### src/rtl/ap_ctrl_perf_monitor.sv
// ap_ctrl_perf_monitor: per-channel ap_ctrl handshake statistics (transactions,
// activity, stalls, latency) with a registered read port for on-chip profiling.
// Ports: clock/reset (sync, active-high), clear, finish; ap_start/ap_ready/
// ap_done/ap_continue are NUM_CH-wide, one bit per channel; rd_en/rd_ch/rd_sel
// request a read, answered one cycle later on rd_valid/rd_data/rd_err;
// glob_cycles counts unfrozen cycles; frozen is the sticky finish flag.
// Optional: define AP_PERF_MIN_LAT_EN for a per-channel min_lat register.
module ap_ctrl_perf_monitor #(
  parameter  int NUM_CH = 6,
  parameter  int CNT_W  = 32,
  localparam int CH_W   = (NUM_CH > 1) ? $clog2(NUM_CH) : 1
) (
  input  logic              clock,
  input  logic              reset,
  input  logic              clear,
  input  logic              finish,
  input  logic [NUM_CH-1:0] ap_start,
  input  logic [NUM_CH-1:0] ap_ready,
  input  logic [NUM_CH-1:0] ap_done,
  input  logic [NUM_CH-1:0] ap_continue,
  input  logic              rd_en,
  input  logic [CH_W-1:0]   rd_ch,
  input  logic [2:0]        rd_sel,
  output logic              rd_valid,
  output logic [CNT_W-1:0]  rd_data,
  output logic              rd_err,
  output logic [CNT_W-1:0]  glob_cycles,
  output logic              frozen
);

  typedef enum logic [1:0] {
    IDLE = 2'd0,
    RUN  = 2'd1,
    HOLD = 2'd2
  } st_e;

  localparam logic [CNT_W-1:0] ONE = CNT_W'(1);
  localparam logic [CH_W:0]    NCH = NUM_CH[CH_W:0];

  function automatic logic [CNT_W-1:0] sat_inc(
    input logic [CNT_W-1:0] v,
    input logic             en
  );
    return (en && !(&v)) ? v + ONE : v;
  endfunction

  logic wipe;
  logic upd;

  assign wipe = reset | clear;
  assign upd  = ~frozen;

  // Per channel, word k holds statistic k in rd_sel order.
  logic [NUM_CH-1:0][7:0][CNT_W-1:0] stat;

  for (genvar i = 0; i < NUM_CH; i++) begin : g_ch
    st_e              st_q;
    st_e              st_d;
    logic [CNT_W-1:0] lat_q;
    logic [CNT_W-1:0] lat_d;
    logic [CNT_W-1:0] lat_inc;
    logic [CNT_W-1:0] rec_v;
    logic             rec;
    logic [CNT_W-1:0] start_q;
    logic [CNT_W-1:0] done_q;
    logic [CNT_W-1:0] act_q;
    logic [CNT_W-1:0] stall_q;
    logic [CNT_W-1:0] last_q;
    logic [CNT_W-1:0] max_q;
    logic [CNT_W-1:0] min_v;
    logic             acc;
    logic             fin;
    logic             busy;

    assign lat_inc = sat_inc(lat_q, 1'b1);
    assign acc     = ap_start[i] & ap_ready[i];
    assign fin     = ap_done[i] & ap_continue[i];
    // The IDLE cycle that sees ap_start already counts as active.
    assign busy    = (st_q != IDLE) | ap_start[i];

    always_comb begin
      st_d  = st_q;
      lat_d = lat_q;
      rec   = 1'b0;
      rec_v = lat_inc;
      unique case (st_q)
        IDLE: begin
          if (ap_start[i]) begin
            if (ap_done[i]) begin
              rec   = 1'b1;
              rec_v = ONE;
              st_d  = ap_continue[i] ? IDLE : HOLD;
            end else begin
              st_d  = RUN;
              lat_d = ONE;
            end
          end
        end
        RUN: begin
          if (ap_done[i]) begin
            rec  = 1'b1;
            st_d = ap_continue[i] ? IDLE : HOLD;
          end else begin
            lat_d = lat_inc;
          end
        end
        HOLD: begin
          if (ap_continue[i]) st_d = IDLE;
        end
        default: st_d = IDLE;
      endcase
    end

    always_ff @(posedge clock) begin
      if (wipe) begin
        st_q  <= IDLE;
        lat_q <= '0;
      end else if (upd) begin
        st_q  <= st_d;
        lat_q <= lat_d;
      end
    end

    always_ff @(posedge clock) begin
      if (wipe) begin
        start_q <= '0;
        done_q  <= '0;
        act_q   <= '0;
        stall_q <= '0;
        last_q  <= '0;
        max_q   <= '0;
      end else if (upd) begin
        start_q <= sat_inc(start_q, acc);
        done_q  <= sat_inc(done_q, fin);
        act_q   <= sat_inc(act_q, busy);
        stall_q <= sat_inc(stall_q, st_q == HOLD);
        if (rec) begin
          last_q <= rec_v;
          if (rec_v > max_q) max_q <= rec_v;
        end
      end
    end

`ifdef AP_PERF_MIN_LAT_EN
    logic [CNT_W-1:0] min_q;

    always_ff @(posedge clock) begin
      if (wipe) begin
        min_q <= '1;
      end else if (upd && rec && (rec_v < min_q)) begin
        min_q <= rec_v;
      end
    end

    assign min_v = min_q;
`else
    assign min_v = '0;
`endif

    assign stat[i] = {
      {{(CNT_W-2){1'b0}}, st_q},
      min_v,
      max_q,
      last_q,
      stall_q,
      act_q,
      done_q,
      start_q
    };
  end

  logic [CNT_W-1:0] rd_word;
  logic             rd_oob;

  assign rd_oob = {1'b0, rd_ch} >= NCH;

  always_comb begin
    rd_word = '0;
    for (int c = 0; c < NUM_CH; c++) begin
      if (rd_ch == CH_W'(c)) rd_word = stat[c][rd_sel];
    end
  end

  // Read port ignores clear so a read issued alongside it still returns.
  always_ff @(posedge clock) begin
    if (reset) begin
      rd_valid <= 1'b0;
      rd_err   <= 1'b0;
      rd_data  <= '0;
    end else begin
      rd_valid <= rd_en;
      if (rd_en) begin
        rd_err  <= rd_oob;
        rd_data <= rd_oob ? '0 : rd_word;
      end
    end
  end

  always_ff @(posedge clock) begin
    if (wipe) begin
      glob_cycles <= '0;
      frozen      <= 1'b0;
    end else begin
      if (upd) glob_cycles <= sat_inc(glob_cycles, 1'b1);
      if (finish) frozen <= 1'b1;
    end
  end

endmodule

### config.mk
export PLATFORM = sky130hd
export DESIGN_NAME = ap_ctrl_perf_monitor
export DESIGN_NICKNAME = d
export VERILOG_FILES = /design/src/rtl/ap_ctrl_perf_monitor.sv
export SDC_FILE = /design/constraint.sdc
export NUM_CORES = 2
export LEC_CHECK = 0
export ABC_AREA = 1
export CORE_ASPECT_RATIO = 1.2
export CORE_MARGIN = 3
export CORE_UTILIZATION = 35
export CTS_BUF_LIST = sky130_fd_sc_hd__clkbuf_4 sky130_fd_sc_hd__clkbuf_8
export DETAILED_ROUTE_END_ITERATION = 7
export RECOVER_POWER = 100
export SYNTH_ARGS = -nofsm -noshare
export SYNTH_HDL_FRONTEND = slang
export SYNTH_SLANG_ARGS = --single-unit
export TNS_END_PERCENT = 30
### constraint.sdc
create_clock -name clock -period 3.3 [get_ports clock]
set_input_delay 0.66 -clock clock [delete_from_list [all_inputs] [get_ports clock]]
set_output_delay 0.66 -clock clock [all_outputs]
set_load 0.05 [all_outputs]
Yosys cells after proc, flatten, opt, wreduce, memory -nomap -nowiden --
Index checks and enable logic that the tools add are counted.
Storage, ports and cells: register bits after elaboration 1423, bits in latches 0, RAM bits 0, bits in read-only memories 0, input port bits 35, logic and storage cells 428, memories kept 0
Operators by class: $add $sub $neg 31, multiply operators 0, divide/modulo/power cells 0, $lt $le $gt $ge 8, equal/unequal tests 47, shift-type cells 0, multiplexer cells 121, bitwise gates (word level) 21, reduce and logical (&&, ||, !) cells 147
Operator list (count):
- $mux W32 | 55
- $add A32 B1 Y32 const B | 31
- $reduce_and A32 Y1 | 31
- $bmux W32 S3 | 6
- $pmux W32 S2 | 6
- $gt A32 B32 Y1 | 6
- $reduce_and A2 Y1 | 31
- $mux W2 | 30
- $ne A2 B2 Y1 const B | 30
- $pmux W2 S3 | 6
- $reduce_and A5 Y1 | 6
- $logic_and A1 B1 Y1 | 24
- $logic_not A1 Y1 | 24
- $reduce_and A4 Y1 | 6
- $reduce_bool A2 Y1 | 12
- $reduce_and A3 Y1 | 6
- $and A1 B1 Y1 | 12
- $eq A2 B1 Y1 const B | 6
- $eq A2 B2 Y1 const B | 6
- $logic_not A2 Y1 | 6
- $mux W1 | 12
- $pmux W1 S2 | 6
- $or A1 B1 Y1 | 7
- $eq A3 B2 Y1 const B | 2
- other kinds (6) | 8

Logic depth before layout (Yosys ltp) --
depth in word-level cells 9, gate-level depth with buffers 26

Worst setup path before layout --
Ideal clock, no wire load.
kind reg-to-reg, start reg g_ch[0].lat_q[0], end reg g_ch[0].max_q[10], arrival time 3.136 ns, slack 0.094 ns, stages on the path, launching flop included 24, path buffers 4, clock period less this slack 3.206 ns, cells stage by stage dfxtp_1 ha_1 nand3_1 inv_1 nand2_1 nor2_2 nand4_4 buf_6 nand2_1 nand2_1 inv_1 ha_1 nand2_1 nor2_1 nand2_1 nor3_1 nand3_1 and2_1 buf_4 nand2_1 buf_4 buf_4 nand2_1 a21oi_1
On the way: cells in the longest elaborated chain, start to end 7, elaborated cells on any way between the ends 8, those cells by class add/sub: 1; order compare: 1; mux: 4; reduce/logical: 2
Ends and longest elaborated chain:
- from (decl) | RTL line 59 | logic [CNT_W-1:0] lat_q;
- from (signal assigned) | RTL line 120 | lat_q <= lat_d;
- $add A32 B1 Y32 or $reduce_and A32 Y1 (tied branches) | RTL line 44 | return (en && !(&v)) ? v + ONE : v;
- $mux W32 (*) | RTL line 44
- $mux W32 | RTL line 89 | if (ap_done[i]) begin
- $mux W32 | RTL line 88 | if (ap_start[i]) begin
- $mux W32 (*) | RTL line 86 | unique case (st_q)
- via g_ch[0].rec_v[31] | RTL line 62 | logic [CNT_W-1:0] rec_v;
- $gt A32 B32 Y1 (*) | RTL line 139 | if (rec_v > max_q) max_q <= rec_v;
- $reduce_and A3 Y1 (no source line) (*)
- to (signal assigned) | RTL line 139
- to (decl) | RTL line 69 | logic [CNT_W-1:0] max_q;
The timed path passes the listed nets; every way through them passes the cells marked *. A chain may end at the register's enable or synchronous reset.

Worst setup path after layout --
start reg frozen, end reg g_ch[2].start_q[7]
On the way: cells in the longest elaborated chain, start to end 2
Ends and longest elaborated chain:
- from (decl) | RTL line 28 | output logic frozen
- from (signal assigned) | RTL line 202 | frozen <= 1'b0;
- from (signal assigned) | RTL line 205 | if (finish) frozen <= 1'b1;
- $not A1 Y1 (no source line)
- $reduce_and A2 Y1 (no source line)
- to (signal assigned) | RTL line 133 | start_q <= sat_inc(start_q, acc);
- to (decl) | RTL line 64 | logic [CNT_W-1:0] start_q;
No other way between the ends.

==> flow_metrics.py <==
metrics = {
    "logic_synthesis": {
        "netlist_area_mm2": 0.0903,
        "postSynthCellCount": 14323,
        "async_flop_share": 0,
        "synth_seq_cells": 1423,
        "yosysUniqueCellTypes": 61,
        "syn_avg_cell_area_um2": 6.31,
        "yosysWarnings": 0,
        "synth_edf_count": 0,
        "synth_ff_type": "dfxtp_1",
        "ys_seq_area_frac": 0.315,
        "syn_nets": 14581,
    },
    "outcome": {
        "failed_checks": "negative setup slack",
        "status": "finished, violations left",
    },
    "setup_path": {
        "crit_buf_inv": 4,
        "reg2reg_to": "g_ch[2].start_q[7]$_SDFFE_PP0P_",
        "critPathLaunchType": "flop",
        "crit_chain": "inv_1 -> buf_4 -> and3_1 -> nand2_1 -> inv_1 -> clkbuf_1 -> nand4_1 -> o21ai_0 -> a21oi_1",
        "regToRegStartpoint": "frozen$_SDFFE_PP0P_",
        "arrival_ns": 4.16,
        "cp_slowest_cell": "inv_1",
        "rrSetupSlack_ns": -0.05,
        "crit_path_end_kind": "flop",
        "rr_worst_depth": 9,
        "cp_max_fo": 18,
        "critical_path.most_common_cell": "inv_1",
        "crit_type": "flop to flop",
        "worst-path-stages": 9,
        "cp_data_required_time_ns": 4.11,
        "slowest_delay_ns": 0.87,
        "crit_family": "buffers and inverters",
    },
    "clocking": {
        "cts.clk_slew.worst_paths_ns": 0.06,
        "htree_num_levels": 5,
        "cts_sinks": 1423,
        "cts_root_buffer": "clkbuf_8",
        "cts_buffer_depth": 4,
        "clkLatencyLatePin_ns": 0.98,
        "cts_inserted_buffers": 277,
        "cts_tree": "done",
        "cts_hold_buf": 0,
    },
    "detailed_routing": {
        "routed_wirelength_um": 353000,
        "wl_per_cell_um": 18.9,
        "viasPerCell": 5.25,
        "drt_iter0_markers": 8212,
        "dr.pass1.iters": 6,
        "vias": 98091,
        "ant_nets": 0,
        "drcViolationCount": 0,
    },
    "cells_and_area": {
        "nNetsFinal": 15367,
        "final_core_util": 0.433,
        "layout-drive-gt1-share": 0.150,
        "areaGrowthSynthToFinish_pct": 22.5,
        "final_common_cell": "nand2_1",
        "final_cell_mix": "nand2_1 (4,017), a21oi_1 (1,710), dfxtp_1 (1,324)",
        "fin_area_mm2": 0.111,
    },
    "sta": {
        "drv_slew": 0,
        "tightest_slew_ns": 1.40,
        "finalHoldViolations": 0,
        "fin_hold_ws_ns": 0.325,
        "fin_skew_ns": 0.0960,
        "setup_viol_count_final": 11,
        "period_needed_ns": 3.35,
        "final.period_utilization": 1.02,
        "fmax_mhz": 298,
        "fin_ws_ns": -0.0540,
        "rsz0062_at_grt": "true",
        "relSlewSlack": 0.0653,
    },
    "floorplanning": {
        "initial_core_util": 0.353,
        "die_w_um": 470,
        "die-area_mm2": 0.264,
        "ios": 102,
        "rows": 203,
        "core_area_mm2": 0.256,
        "die_y_um": 563,
    },
    "pwr": {
        "power_switching_uw": 11600,
        "seqPwrFrac": 0.424,
        "clock_power_share": 0.463,
        "intPower_uw": 29400,
        "pwr-share-comb": 0.114,
        "p_sw_frac": 0.283,
        "cellPowerDensity_mw_per_mm2": 370,
        "leakagePower_uw": 0.0408,
        "ir_drop_v": 0.000315,
    },
    "placement": {
        "hpwl_um": 266000,
        "place_congestion": 0.997,
        "numPortBuffers": 101,
        "place_area_mm2": 0.101,
    },
    "grt": {
        "grt_overflow": 0,
        "grt_pass1_vias": 92415,
        "grt_first_pass_wirelength_um": 535000,
        "grt_usage": 0.253,
        "antenna_found_initial": 11,
        "grt_max_degree": 105,
    },
    "job": {
        "cap_violations": 0,
    },
    "min_path": {
        "holdPathEnd": "frozen$_SDFFE_PP0P_",
        "hold_class": "input port to flop",
        "worst_hold_startpoint": "finish",
        "hold_path_depth": 3,
    },
}
==> sequential cells by signal, summed over array words and instances, names as in the netlist, 192 cells and up <==
| register | cells |
|---|---|
| g_ch.act_q | 192 |
| g_ch.done_q | 192 |
| g_ch.last_q | 192 |
| g_ch.lat_q | 192 |
| g_ch.max_q | 192 |
| g_ch.stall_q | 192 |
| g_ch.start_q | 192 |
==> worst register-to-register path: cells and delay by family, from the launching register on <==
family / cells / cell delay [ns]
AO/OA/AOI/OAI: 2 / 0.27
buffers and inverters: 4 / 2.09
flip-flops: 1 / 0.40
AND/OR/NAND/NOR: 3 / 0.50
==> worst max-delay path by stage <==
stage / slack [ns] / to / startpoint
2_1_floorplan: 0.09 / g_ch[0].max_q[10]$_SDFFE_PP0P_ / g_ch[0].lat_q[0]$_SDFFE_PP0P_
3_3_place_gp: -0.42 / g_ch[4].max_q[31]$_SDFFE_PP0P_ / ap_done[4]
3_5_place_dp: -0.43 / g_ch[4].max_q[7]$_SDFFE_PP0P_ / ap_done[4]
4_1_cts: -0.002 / g_ch[3].max_q[31]$_SDFFE_PP0P_ / g_ch[3].lat_q[13]$_SDFFE_PP0P_
5_1_grt: -0.20 / g_ch[3].max_q[27]$_SDFFE_PP0P_ / g_ch[3].lat_q[15]$_SDFFE_PP0P_
6_report: -0.05 / g_ch[2].start_q[7]$_SDFFE_PP0P_ / frozen$_SDFFE_PP0P_
==> what timing repair did <==
item,in CTS,in global routing
cloned,1,25
setup buffers,19,59
resized for setup,105,653
setup endpoints to repair,157,192
pin swaps,30,149
==> kinds of logic after synthesis <==
kind of cell / Yosys count / synth area share
and+or+nand+nor: 7116 / 0.337
AOI/OAI and AO/OA: 2920 / 0.171
buffers and inverters: 2093 / 0.0930
DFF: 1423 / 0.315
xor gates and xnor gates: 548 / 0.0531
adders and majority gates: 223 / 0.0309
==> through the flow <==
stage | setup TNS (ns) | cells | worst slack, ns | total power (µW)
floorplan | 0 | 14323 | 0.0939 | 20000
global placement | -45.23 | 18109 | -0.424 | 21900
detailed placement | -51.96 | 18109 | -0.427 | 21900
CTS | -0.00155 | 18599 | -0.00155 | 41000
global route | -22.54 | 18687 | -0.203 | 42400
finish | -0.261 | 18687 | -0.0540 | 40900
==> metal layers <==
layer / GRT usage / up-vias / share of wire
met5: 0 / - / 0.00013
met4: 0.131 / 8 / 0.057
met3: 0.0358 / 814 / 0.061
met2: 0.420 / 3129 / 0.46
met1: 0.318 / 45276 / 0.42
li1: - / 48864 / -
==> synth_stat cells, types with 4 or more instances <==
master,instances,area share
nand2_1,4140,0.17
inv_1,1322,0.055
xnor2_1,99,0.0096
nand2_2,12,0.00083
buf_4,37,0.0031
o21bai_1,17,0.0014
nand4_2,4,0.00055
nor2_4,6,0.00075
o21a_1,20,0.0017
a21oi_1,1776,0.098
nand4_1,297,0.021
a21o_1,4,0.00033
nor4_1,173,0.012
nor2_2,24,0.0017
and2_1,8,0.00055
nor3b_1,62,0.0052
a21oi_2,45,0.0044
inv_2,45,0.0019
a31oi_1,44,0.0030
o21ai_2,6,0.00058
clkbuf_1,359,0.015
nor3_1,560,0.031
buf_1,40,0.0017
dfxtp_1,1423,0.32
xor2_1,449,0.044
nor3_2,23,0.0025
nand3b_1,11,0.00091
a211oi_1,15,0.0012
buf_6,11,0.0014
and3_1,35,0.0024
or2_2,12,0.00083
nand3_1,741,0.041
nor4_2,10,0.0014
o221ai_1,13,0.0013
ha_1,223,0.031
nor2_1,981,0.041
o21ai_0,824,0.046
nand3_2,4,0.00044
buf_2,256,0.014
clkinv_1,22,0.00091
o21ai_1,33,0.0018
o211ai_1,104,0.0086
==> final cells by class <==
type | count | area, µm²
well taps | 3382 | 4230
flip-flops and latches | 1423 | 28600
inverters | 1389 | 5260
clock buffers | 419 | 5220
fillers | 27012 | 145000
clock inverters | 51 | 474
multi-input cells | 10807 | 55800
diodes | 5 | 12.5
repair buffers | 1211 | 11100
==> power groups by stage <==
stage               Clock [µW]  Sequential [µW]  Combinational [µW]
floorplan                    0            17800                2180
global placement             0            17700                4180
detailed placement           0            17700                4190
CTS                      19400            17400                4240
global route             20200            17400                4930
finish                   18900            17400                4650
Note: power is estimated with default switching activity, not from simulation.
